File: src/rtl/tpu_bridge_pkg.sv
// Shared command, state and payload-length definitions for the pad-side host bridge.
package tpu_bridge_pkg;

    typedef enum logic [2:0] {
        CMD_NOP       = 3'd0,
        CMD_SET_MODE  = 3'd1,
        CMD_SET_BASE  = 3'd2,
        CMD_SET_LEN   = 3'd3,
        CMD_WR_INSTR  = 3'd4,
        CMD_WR_DATA   = 3'd5,
        CMD_RD_STATUS = 3'd6,
        CMD_ILLEGAL   = 3'd7
    } cmd_e;

    typedef enum logic [1:0] {
        RX_HDR,
        RX_PAY,
        RX_ISSUE
    } rx_state_e;

    typedef enum logic {
        TX_IDLE,
        TX_SHIFT
    } tx_state_e;

    localparam int PAY_NOP        = 0;
    localparam int PAY_SET_MODE   = 1;
    localparam int PAY_SET_BASE   = 2;
    localparam int PAY_SET_LEN    = 4;
    localparam int PAY_INSTR_ADDR = 1;
    localparam int PAY_RD_STATUS  = 0;
    localparam int STAT_BYTES     = 1;

    // Payload bytes following a header; instruction/data words scale with DIN_W.
    function automatic int payloadBytes(cmd_e cmd, int dinBytes);
        case (cmd)
            CMD_NOP:       return PAY_NOP;
            CMD_SET_MODE:  return PAY_SET_MODE;
            CMD_SET_BASE:  return PAY_SET_BASE;
            CMD_SET_LEN:   return PAY_SET_LEN;
            CMD_WR_INSTR:  return PAY_INSTR_ADDR + dinBytes;
            CMD_WR_DATA:   return dinBytes;
            CMD_RD_STATUS: return PAY_RD_STATUS;
            default:       return 0;
        endcase
    endfunction

endpackage

File: src/rtl/tpu_tx_serializer.sv
// Parallel-load, LSB-first byte serializer with a valid/ready output stream.
module tpu_tx_serializer
    import tpu_bridge_pkg::*;
#(
    parameter int DATA_W = 32,
    parameter int CNT_W  = 3
) (
    input  logic              clk,
    input  logic              rst_n,
    input  logic              load_i,
    input  logic [DATA_W-1:0] data_i,
    input  logic [CNT_W-1:0]  last_i,
    output logic              idle_o,
    output logic              out_valid_o,
    input  logic              out_ready_i,
    output logic [7:0]        out_data_o
);

    tx_state_e         state_q, state_d;
    logic [DATA_W-1:0] shift_q, shift_d;
    logic [CNT_W-1:0]  cnt_q, cnt_d;

    always_ff @(posedge clk or negedge rst_n) begin
        if (!rst_n) begin
            state_q <= TX_IDLE;
            shift_q <= '0;
            cnt_q   <= '0;
        end else begin
            state_q <= state_d;
            shift_q <= shift_d;
            cnt_q   <= cnt_d;
        end
    end

    // cnt_q holds the index of the final byte still to go; the shifter only moves on acceptance.
    always_comb begin
        state_d = state_q;
        shift_d = shift_q;
        cnt_d   = cnt_q;
        case (state_q)
            TX_IDLE: begin
                if (load_i) begin
                    shift_d = data_i;
                    cnt_d   = last_i;
                    state_d = TX_SHIFT;
                end
            end
            TX_SHIFT: begin
                if (out_ready_i) begin
                    shift_d = {8'h00, shift_q[DATA_W-1:8]};
                    if (cnt_q == '0) begin
                        state_d = TX_IDLE;
                    end else begin
                        cnt_d = cnt_q - CNT_W'(1);
                    end
                end
            end
            default: state_d = TX_IDLE;
        endcase
    end

    assign idle_o      = (state_q == TX_IDLE);
    assign out_valid_o = (state_q == TX_SHIFT);
    assign out_data_o  = shift_q[7:0];

endmodule

File: src/rtl/tpu_pad_bridge.sv
// Byte-wide pad bridge: parses pad commands into tpu_core controls and serializes dout/status back out.
module tpu_pad_bridge
    import tpu_bridge_pkg::*;
#(
    parameter int DIN_W   = 64,
    parameter int DOUT_W  = 32,
    parameter int IADDR_W = 8,
    parameter int BASE_W  = 13
) (
    input  logic               clk,
    input  logic               rst_n,
    input  logic               in_valid_i,
    output logic               in_ready_o,
    input  logic [7:0]         in_data_i,
    output logic               out_valid_o,
    input  logic               out_ready_i,
    output logic [7:0]         out_data_o,
    output logic [2:0]         tpu_mode_o,
    output logic [BASE_W-1:0]  base_addr_o,
    output logic [31:0]        dma_len_o,
    input  logic               busy_i,
    input  logic               done_i,
    output logic               din_valid_o,
    input  logic               din_ready_i,
    output logic [DIN_W-1:0]   din_data_o,
    input  logic               dout_valid_i,
    output logic               dout_ready_o,
    input  logic [DOUT_W-1:0]  dout_data_i,
    output logic               instr_valid_o,
    output logic [IADDR_W-1:0] instr_addr_o,
    output logic [DIN_W-1:0]   instr_data_o,
    output logic               err_o
);

    localparam int DIN_B  = DIN_W / 8;
    localparam int DOUT_B = DOUT_W / 8;
    localparam int RXC_W  = $clog2(DIN_B + 1);
    localparam int TXC_W  = $clog2(DOUT_B + 1);

    rx_state_e          rxState_q, rxState_d;
    cmd_e               cmd_q, cmd_d;
    cmd_e               hdrCmd;
    logic [RXC_W-1:0]   rxCnt_q, rxCnt_d;
    logic [DIN_W-1:0]   asm_q, asm_d, asmShift;
    logic [IADDR_W-1:0] addrHold_q, addrHold_d;
    logic [IADDR_W-1:0] instrAddr_q, instrAddr_d;
    logic [DIN_W-1:0]   instrData_q, instrData_d;
    logic               instrValid_q, instrValid_d;
    logic [2:0]         mode_q, mode_d;
    logic [BASE_W-1:0]  base_q, base_d;
    logic [31:0]        len_q, len_d;
    logic               err_q, err_d;
    logic               statPend_q, statPend_d;
    logic [7:0]         stat_q, stat_d;

    logic               rxFire;
    logic               txIdle, statLoad, txLoad;
    logic [DOUT_W-1:0]  txData;
    logic [TXC_W-1:0]   txLast;

    assign in_ready_o = ((rxState_q == RX_HDR) || (rxState_q == RX_PAY)) && !statPend_q;
    assign rxFire     = in_valid_i && in_ready_o;
    assign hdrCmd     = cmd_e'(in_data_i[7:5]);
    assign asmShift   = {in_data_i, asm_q[DIN_W-1:8]};

    always_ff @(posedge clk or negedge rst_n) begin
        if (!rst_n) begin
            rxState_q    <= RX_HDR;
            cmd_q        <= CMD_NOP;
            rxCnt_q      <= '0;
            asm_q        <= '0;
            addrHold_q   <= '0;
            instrAddr_q  <= '0;
            instrData_q  <= '0;
            instrValid_q <= 1'b0;
            mode_q       <= '0;
            base_q       <= '0;
            len_q        <= '0;
            err_q        <= 1'b0;
            statPend_q   <= 1'b0;
            stat_q       <= '0;
        end else begin
            rxState_q    <= rxState_d;
            cmd_q        <= cmd_d;
            rxCnt_q      <= rxCnt_d;
            asm_q        <= asm_d;
            addrHold_q   <= addrHold_d;
            instrAddr_q  <= instrAddr_d;
            instrData_q  <= instrData_d;
            instrValid_q <= instrValid_d;
            mode_q       <= mode_d;
            base_q       <= base_d;
            len_q        <= len_d;
            err_q        <= err_d;
            statPend_q   <= statPend_d;
            stat_q       <= stat_d;
        end
    end

    // Short fields land in the top of the little-endian assembly register, so they are sliced from the MSB end.
    always_comb begin
        rxState_d    = rxState_q;
        cmd_d        = cmd_q;
        rxCnt_d      = rxCnt_q;
        asm_d        = asm_q;
        addrHold_d   = addrHold_q;
        instrAddr_d  = instrAddr_q;
        instrData_d  = instrData_q;
        instrValid_d = 1'b0;
        mode_d       = mode_q;
        base_d       = base_q;
        len_d        = len_q;
        err_d        = err_q;
        stat_d       = stat_q;
        statPend_d   = statPend_q;

        if (statLoad) begin
            statPend_d = 1'b0;
        end

        case (rxState_q)
            RX_HDR: begin
                if (rxFire) begin
                    cmd_d = hdrCmd;
                    case (hdrCmd)
                        CMD_NOP: ;
                        CMD_RD_STATUS: begin
                            stat_d     = {5'b0, err_q, done_i, busy_i};
                            statPend_d = 1'b1;
                            err_d      = 1'b0;
                        end
                        CMD_ILLEGAL: err_d = 1'b1;
                        default: begin
                            rxCnt_d   = RXC_W'(payloadBytes(hdrCmd, DIN_B) - 1);
                            rxState_d = RX_PAY;
                        end
                    endcase
                end
            end
            RX_PAY: begin
                if (rxFire) begin
                    asm_d = asmShift;
                    if ((cmd_q == CMD_WR_INSTR) && (rxCnt_q == RXC_W'(DIN_B))) begin
                        addrHold_d = IADDR_W'(in_data_i);
                    end
                    if (rxCnt_q == '0) begin
                        rxState_d = RX_HDR;
                        case (cmd_q)
                            CMD_SET_MODE: mode_d = in_data_i[2:0];
                            CMD_SET_BASE: base_d = asmShift[DIN_W-16 +: BASE_W];
                            CMD_SET_LEN:  len_d  = asmShift[DIN_W-32 +: 32];
                            CMD_WR_INSTR: begin
                                instrValid_d = 1'b1;
                                instrAddr_d  = addrHold_q;
                                instrData_d  = asmShift;
                            end
                            CMD_WR_DATA:  rxState_d = RX_ISSUE;
                            default: ;
                        endcase
                    end else begin
                        rxCnt_d = rxCnt_q - RXC_W'(1);
                    end
                end
            end
            RX_ISSUE: begin
                if (din_ready_i) begin
                    rxState_d = RX_HDR;
                end
            end
            default: rxState_d = RX_HDR;
        endcase
    end

    // A pending status byte wins the serializer over a dout word offered in the same cycle.
    assign statLoad     = txIdle && statPend_q;
    assign dout_ready_o = txIdle && !statPend_q;
    assign txLoad       = statLoad || (dout_ready_o && dout_valid_i);
    assign txData       = statLoad ? DOUT_W'(stat_q) : dout_data_i;
    assign txLast       = statLoad ? TXC_W'(STAT_BYTES - 1) : TXC_W'(DOUT_B - 1);

    tpu_tx_serializer #(
        .DATA_W (DOUT_W),
        .CNT_W  (TXC_W)
    ) u_tx (
        .clk         (clk),
        .rst_n       (rst_n),
        .load_i      (txLoad),
        .data_i      (txData),
        .last_i      (txLast),
        .idle_o      (txIdle),
        .out_valid_o (out_valid_o),
        .out_ready_i (out_ready_i),
        .out_data_o  (out_data_o)
    );

    assign din_valid_o   = (rxState_q == RX_ISSUE);
    assign din_data_o    = asm_q;
    assign instr_valid_o = instrValid_q;
    assign instr_addr_o  = instrAddr_q;
    assign instr_data_o  = instrData_q;
    assign tpu_mode_o    = mode_q;
    assign base_addr_o   = base_q;
    assign dma_len_o     = len_q;
    assign err_o         = err_q;

endmodule
File: config.mk
export PLATFORM = sky130hd
export DESIGN_NAME = tpu_pad_bridge
export DESIGN_NICKNAME = d
export VERILOG_FILES = /design/src/rtl/tpu_bridge_pkg.sv /design/src/rtl/tpu_tx_serializer.sv /design/src/rtl/tpu_pad_bridge.sv
export SDC_FILE = /design/constraint.sdc
export NUM_CORES = 1
export LEC_CHECK = 0
export CAP_MARGIN = 15
export CORE_ASPECT_RATIO = 0.9
export CORE_MARGIN = 2
export CORE_UTILIZATION = 30
export DETAILED_ROUTE_END_ITERATION = 10
export GPL_ROUTABILITY_DRIVEN = 0
export PLACE_DENSITY = 0.63
export SLEW_MARGIN = 15
export SYNTH_ARGS = -nofsm -noshare
export SYNTH_HDL_FRONTEND = slang
export SYNTH_HIERARCHICAL = 1
export SYNTH_SLANG_ARGS = --single-unit
File: constraint.sdc
create_clock -name clk -period 2.92 [get_ports clk]
set_input_delay 0.292 -clock clk [delete_from_list [all_inputs] [get_ports clk]]
set_output_delay 0.292 -clock clk [all_outputs]
set_load 0.02 [all_outputs]
Word-level counts from Yosys, hierarchy flattened:

Cells that the tools add are included.

* mux-type cells: 38
* eq/ne operators: 24
* add/sub/neg operators: 3
* bitwise operators: 1
* reductions and logical operators: 29

Operators by type and width (number)
* 2-to-1 mux 32 bit: 3
* one-hot mux 32 bit (2 select lines): 1
* 2-to-1 mux 4 bit: 7
* one-hot mux 4 bit (5 select lines): 1
* == test 3 bit, second input constant: 6
* AND reduction 4 bit: 4
* 2-to-1 mux 2 bit: 7
* == test 3 x 2 -> 1 bit, second input constant: 4
* != test 2 bit, second input constant: 6
* AND reduction 3 bit: 4
* 2-to-1 mux 1 bit: 11
* AND reduction 5 bit: 2
* 2-to-1 mux 3 bit: 3
* one-hot mux 4 bit (2 select lines): 1
* == test 3 x 1 -> 1 bit, second input constant: 2
* logical AND 1 bit: 6
* zero test 3 bit: 2
* != test 2 x 1 -> 1 bit, second input constant: 3
* one-hot mux 2 bit (3 select lines): 1
* one-hot mux 3 bit (2 select lines): 1
* AND reduction 2 bit: 3
* == test 4 bit, second input constant: 1
* zero test 4 bit: 1
* one-hot mux 1 bit (2 select lines): 2
* other kinds (11): 13

* logic and storage cells: 112
* output and inout port bits: 198
* flip-flop bits (word level): 243

Depth between registers and ports, before layout:

Gate-level depths: netlist of run 1.

* depth after elaboration: 10
* depth in mapped cells: 8

Modules after synthesis:

Netlist of run 1, hierarchy kept.

Modules (own cells, without submodules)
* tpu_pad_bridge: seq. area each 5180.0 um2, times used 1, area each 8343.0 um2, cells an instance 542
* tpu_tx_serializer: seq. area each 900.9 um2, times used 1, area each 1805.5 um2, cells an instance 176

Worst setup path before layout of run 1:

Ideal clock, no wire load.

* path kind: register to register
* start point: reg rxCnt_q[0]
* end point: reg base_q[10] (netlist: base_addr_o[10])
* library setup time: 0.125 ns
* path slack: 0.777 ns
* buffers on the path: 2
* cell stages (with the launch flop): 9
* period minus slack after synthesis: 2.143 ns
* data required time: 2.795 ns
* arrival time: 2.018 ns
* path through: dfrtp_1 > inv_1 > ha_1 > nor3b_1 > nand2_1 > or4b_1 > buf_2 > buf_6 > mux2_4

* cells in the longest elaborated chain, start to end: 2

Ends and longest elaborated chain
* start, declared: RTL line tpu_pad_bridge.sv:43 `logic [RXC_W-1:0] rxCnt_q, rxCnt_d;`
* start signal, assigned: RTL line tpu_pad_bridge.sv:85 `rxCnt_q <= rxCnt_d;`
* zero test 4 bit: RTL line tpu_pad_bridge.sv:146 `if (rxCnt_q == '0) begin`
* AND reduction 4 bit (no line)
* end signal, assigned: RTL line tpu_pad_bridge.sv:92 `base_q <= base_d;`
* end, declared: RTL line tpu_pad_bridge.sv:50 `logic [BASE_W-1:0] base_q, base_d;`

No other way between the ends.
A chain may end at the register's enable or synchronous reset.

Worst setup path after layout of run 1:

* start point: reg rxCnt_q[0]
* end point: reg len_q[4] (netlist: dma_len_o[4])

* cells in the longest elaborated chain, start to end: 2

Ends and longest elaborated chain
* zero test 4 bit: RTL line tpu_pad_bridge.sv:146
* AND reduction 4 bit (no line)
* end signal, assigned: RTL line tpu_pad_bridge.sv:93 `len_q <= len_d;`
* end, declared: RTL line tpu_pad_bridge.sv:51 `logic [31:0] len_q, len_d;`

No other way between the ends.

==> results of run 1 <==
metrics by stage:
| step | util | area, sq um | instances |
|---|---|---|---|
| floorplan | - | 10100 | 718 |
| global placement | 0.391 | 12900 | 1351 |
| detailed placement | 0.391 | 12900 | 1351 |
| CTS | 0.420 | 13900 | 1404 |
| global route | 0.420 | 13900 | 1404 |
| finish | 0.420 | 13900 | 1404 |
final timing paths:
| path | cells after the start | slack, ps | endpoint |
|---|---|---|---|
| max | 7 | 470 | dma_len_o[4] |
| min reg2reg | 2 | 480 | u_tx/shift_q[2] |
| max reg2reg | 7 | 470 | dma_len_o[4] |
| max in group asynchronous | 3 | 1690 | instr_data_o[31] |
| min | 2 | 260 | u_tx/shift_q[28] |
| min in group clk | 3 | 370 | rxState_q[1] |
worst reg2reg max path: stages (launching register included):
cell	delay [ps]
dfrtp_1	370
inv_1	120
ha_1	200
nor3b_1	370
nand3_1	160
or3b_2	460
buf_4	290
mux2_1	380
routing by layer:
metal | routed length (um) | GRT usage | share of wire
met1 | 11400 | 0.191 | 0.44
met2 | 12400 | 0.242 | 0.48
met3 | 1240 | 0.0314 | 0.048
met4 | 713 | 0.0432 | 0.028
met5 | 0 | 0 | 0
repair_timing:
action | CTS | global route
hold endpoints to repair | 54 | 0
hold buffers | 1 | 0
setup endpoints to repair | 0 | 0
flip-flops by register name, indices dropped and copies added (netlist names), 3 cells and up:
name and count:
din_data_o 64, instr_data_o 64, dma_len_o 32, u_tx/shift_q 32, base_addr_o 13, addrHold_q 8, instr_addr_o 8, rxCnt_q 4
cmd_q 3, stat_q 3, tpu_mode_o 3, u_tx/cnt_q 3
where the power goes:
| part | leakage [nW] | total (mW) | switching, mW | internal, mW |
|---|---|---|---|---|
| sequential | 3.18 | 5.62 | 1.06 | 4.57 |
| combinational | 2.75 | 5.63 | 2.75 | 2.89 |
| clock | 0.462 | 3.51 | 1.40 | 2.11 |
| total | 6.39 | 14.8 | 5.20 | 9.57 |
cells in the final DEF, fill, tap and decap left out, types with 7 or more instances in the layout:
cell type,instances
mux2i_1,27
clkbuf_16,29
o21ai_0,31
clkdlybuf4s50_1,244
o22ai_1,7
mux2_4,10
mux2_2,70
nand2_1,40
dfrtp_1,243
and2_1,29
buf_4,13
clkbuf_8,8
nor2_1,11
inv_1,7
a21oi_1,7
mux2_1,122
clkbuf_1,7
cell families after synthesis:
logic type      after synthesis
xor+xnor                      2
flops                       243
mux                         230
compound gates               65
simple gates                113
buf+inv                      59
fa+ha+maj                     5
other cells                   1
final cells by class:
type,instances,area [sq um],share of cell area
sequential,243,6080,0.438
multi-input combinational,416,3700,0.266
timing repair buffer,261,2610,0.188
clock buffer,44,862,0.0621
tap,422,528,0.0380
clock inverter,8,75.1,0.00541
inverter,10,37.5,0.00270
==> metrics.txt, run 1 <==
outcome finished, final reports clean; synth unique cells 52; slowest CP cell or3b_2; XOR/XNOR share of the synthesized area 0.00173; number of synthesis warnings 6; clock slew at reported path FFs 60 ps; largest net degree at the start of global routing 102; Die W 198 um; GRT overflow 0; Post-Synth Adder-Cell Area 0.00616; CP Max Fanout 32; EDFF count, synth 0; I/O pins 246; Worst EP required 3340 ps; simple-gate share of the synthesized area 0.0609; pre-CTS WS 442 ps; final WL 25.7 mm; Tcrit/Tclk final 0.839; initial antenna violation count 0; Slew headroom 0.400; critical path type reg -> reg; Syn Inst Count 718; Max Cap Viol 0; cell with the most instances after synthesis dfrtp_1; Synth area leader dfrtp_1; Rows 63; max-slew violations 0; Crit path largest cell delay 460 ps; Post-CTS Setup Bufs 0; # setup viols final 0; syn_area_per_cell 14.1 sq um; top cell family by delay on the critical path simple AND/OR/NAND/NOR gates; post_cts resized 0; GRT Util Overall 0.146; leading post-synthesis cells by cell area dfrtp_1 60%, mux2_1 14%, mux2_2 7.8%; Post-synth top cells 243 x dfrtp_1, 122 x mux2_1, 70 x mux2_2; Hold Slack 261 ps; syn_nets 771; Tot Pwr 14.8 mW; Yosys reg bits 243; vias in the first global route 6,695; die area 35,300 sq um; # port buffers 245; Detailed Place HPWL 17.4 mm; Clk Latency, worst-skew pair 540 ps; prevailing post-synth register cell dfrtp_1; Max Buffers Root-to-Sink 3; Leak 6.39 nW; Final Hold Viols 0; Max Fclk 408 MHz; startpoint types flop; Async SR Flop Fraction 1.00; Fillers 3,112; RSZ-0062 raised after global routing false; Synth top area share 0.599; post-synthesis mux area share 0.257; Worst Path Buf+Inv 2; Post-route DRC 0; Final Skew 21.0 ps; Final WS setup 469 ps; largest family of logic cells by synthesized area multiplexers; Setup crit start rxCnt_q[0]; Iter 0 DRT Violations 226; antenna cell count 0; Final ANT Viol Nets 0; Clock Sinks 243; PD cells 1060 nW/um^2; H-tree levels 1; Netlist Area Pre-Place 10,100 sq um; TritonRoute pass-1 iters 4; Initial Util 0.307; DR vias/cell 4.62; RR Startpoint rxCnt_q[0]; core area 33,100 sq um; Setup Total Neg Slack 0 ps; CTS Root Cell clkbuf_16; post-route minimum period 2450 ps; crit path DAT 2870 ps; Compound-Gate Fraction of Synth Area 0.0378; die height 178 um; Worst Hold Class in -> async; CTS tree done; via count 6,492; critical path endpoint category flop; share of layout cells above drive strength 1 0.155; Layout Nets 1,013; TritonCTS Buffers 28; first-pass GRT wire length 40.0 mm; DR WL/cell 18.3 um; Peak supply drop 487 uV; worst-path cell chain inv_1 -> ha_1 -> nor3b_1 -> nand3_1 -> or3b_2 -> buf_4 -> mux2_1; worst slew pin tran 900 ps; Layout area overhead 36.9%; register area share after synthesis 0.599
Power figures use the tool's default switching activity.
==> run 2: changes to the inputs <==
PLACE_DENSITY = 0.65   (was 0.63)
clock period = 2 ns   (was 2.92 ns; I/O delays follow)
==> metrics.txt, run 2 (synthesis results as in run 1) <==
fin util 0.445 (was 0.420); GRT Util Overall 0.152 (was 0.146); clock network power share 0.222 (was 0.238); worst slew pin tran 712 ps (was 900 ps); CTS tree done (unchanged); initial antenna violation count 0 (unchanged); final non-filler cell total 1,444 (was 1,404); clock slew at reported path FFs 60 ps (about the same); Max Fclk 482 MHz (was 408 MHz); antenna cell count 0 (unchanged); TritonRoute pass-1 iters 4 (unchanged); Clk Latency, worst-skew pair 530 ps (was 540 ps); most common cell after layout, fill and taps aside dfrtp_1 (was clkdlybuf4s50_1); CTS Root Cell clkbuf_16 (unchanged); design area 14,700 sq um (was 13,900 sq um); Final ANT Viol Nets 0 (unchanged); CP Max Fanout 13 (was 32); Comb pwr share 0.413 (was 0.381); via count 6,687 (was 6,492); Final Hold Viols 0 (unchanged); die height 178 um (unchanged); TritonCTS Buffers 27 (was 28); # port buffers 245 (unchanged); P_int 14.5 mW (was 9.57 mW); Max Buffers Root-to-Sink 3 (unchanged); Peak supply drop 706 uV (was 487 uV); Max Cap Viol 0 (unchanged); Layout area overhead 45.2% (was 36.9%); slowest CP cell or3_4 (was or3b_2); I/O pins 246 (unchanged); critical path endpoint category flop (unchanged); Clock Sinks 243 (unchanged); max-slew violations 0 (unchanged); NetSw 7.77 mW (was 5.20 mW); post-route minimum period 2070 ps (was 2450 ps); placed cells 1,383 (was 1,351); Initial Util 0.307 (unchanged); Worst Path Buf+Inv 2 (unchanged); Layout Nets 1,054 (was 1,013); register share of total power 0.366 (was 0.381); Detailed Place HPWL 18.5 mm (was 17.4 mm); failing checks setup timing; die area 35,300 sq um (unchanged); Rows 63 (unchanged); share of layout cells above drive strength 1 0.270 (was 0.155); final WL 27.8 mm (was 25.7 mm); largest net degree at the start of global routing 78 (was 102); RSZ-0062 raised after global routing true (was false); Iter 0 DRT Violations 197 (was 226); worst-path cell chain inv_2 -> ha_4 -> nor3b_4 -> nand2_1 -> or3_4 -> clkbuf_16 -> mux2_1 (was inv_1 -> ha_1 -> nor3b_1 -> nand3_1 -> or3b_2 -> buf_4 -> mux2_1); H-tree levels 1 (unchanged); most frequent cells in the layout 243 x dfrtp_1, 240 x clkdlybuf4s50_1, 85 x mux2_4, 70 x mux2_2, 47 x mux2_1 (was 244 x clkdlybuf4s50_1, 243 x dfrtp_1, 122 x mux2_1, 70 x mux2_2, 40 x nand2_1); pre-CTS WS -211 ps (was 442 ps); Post-route DRC 0 (unchanged); Crit path largest cell delay 460 ps (about the same); Die W 198 um (unchanged); Slew headroom 0.525 (was 0.400); Worst Hold Class in -> async (unchanged); DR vias/cell 4.63 (was 4.62); placed instance area 13,300 sq um (was 12,900 sq um); Final Skew 15.8 ps (was 21.0 ps); Worst EP required 2400 ps (was 3340 ps); outcome finished with violations (was finished, final reports clean); Tot Pwr 22.2 mW (was 14.8 mW); PD cells 1510 nW/um^2 (was 1060 nW/um^2); # setup viols final 115 (was 0); DR WL/cell 19.3 um (was 18.3 um); first-pass GRT wire length 41.8 mm (was 40.0 mm); critical path type reg -> reg (unchanged); Hold Slack 236 ps (was 261 ps); top cell family by delay on the critical path simple AND/OR/NAND/NOR gates (unchanged); Setup Total Neg Slack -4920 ps (was 0 ps); crit path DAT 2480 ps (was 2870 ps); GRT overflow 0 (unchanged); switching power share of the total 0.350 (was 0.352); core area 33,100 sq um (unchanged); Final WS setup -74.3 ps (was 469 ps); vias in the first global route 6,914 (was 6,695); Leak 6.94 nW (was 6.39 nW); Tcrit/Tclk final 1.04 (was 0.839); startpoint types flop (unchanged)
run 2: cell count changes in the layout (fill, tap and decap cells not counted), moves of 12 or more:
cell	change
buf_12	+12
mux2_4	+75
mux2_1	-75
buf_4	+23
run 2: final timing paths:
kind	slack [ps]	cells past startpoint	startpoint	endpoint
min in group clk	280	3	din_ready_i	rxState_q[1]
worst min-delay path	240	2	rst_n	u_tx/shift_q[28]
worst max-delay path	-70	7	rxCnt_q[0]	instr_data_o[14]
worst max register to register	-70	7	rxCnt_q[0]	instr_data_o[14]
worst min register to register	480	2	u_tx/shift_q[0]	u_tx/shift_q[0]
max in group asynchronous	1030	3	rst_n	dma_len_o[14]
run 2: final cells by class:
| class | count | area (sq um) |
|---|---|---|
| inverters | 10 | 37.5 |
| clock inverters | 13 | 125 |
| flip-flops and latches | 243 | 6080 |
| well taps | 422 | 528 |
| multi-input cells | 416 | 4020 |
| repair buffers | 303 | 3180 |
| fillers | 3040 | 18400 |
| clock buffers | 37 | 763 |
run 2: timing repair:
item,4_1_cts,5_1_grt
endpoints found under the hold margin,68,0
endpoints found under the setup margin,124,120
gates cloned,2,4
resized for setup,36,52
pin swaps,2,3
setup buffers,3,1
hold buffers,1,0
run 2: metal layers:
metal / global-route usage / wire length [um] / part of all wire / vias up
met5: 0 / 0 / 0 / -
met4: 0.0448 / 787 / 0.028 / 0
met3: 0.0407 / 1630 / 0.058 / 40
met2: 0.245 / 12800 / 0.46 / 161
met1: 0.203 / 12600 / 0.45 / 3404
li1: - / - / - / 3082
run 2: power groups by stage:
stage	Combinational, mW	Sequential (mW)	Clock [mW]
floorplan	3.10	9.41	0
global placement	8.68	8.11	0
detailed placement	8.80	8.16	0
CTS	9.03	8.11	5.08
global route	9.78	8.39	5.30
finish	9.17	8.13	4.93
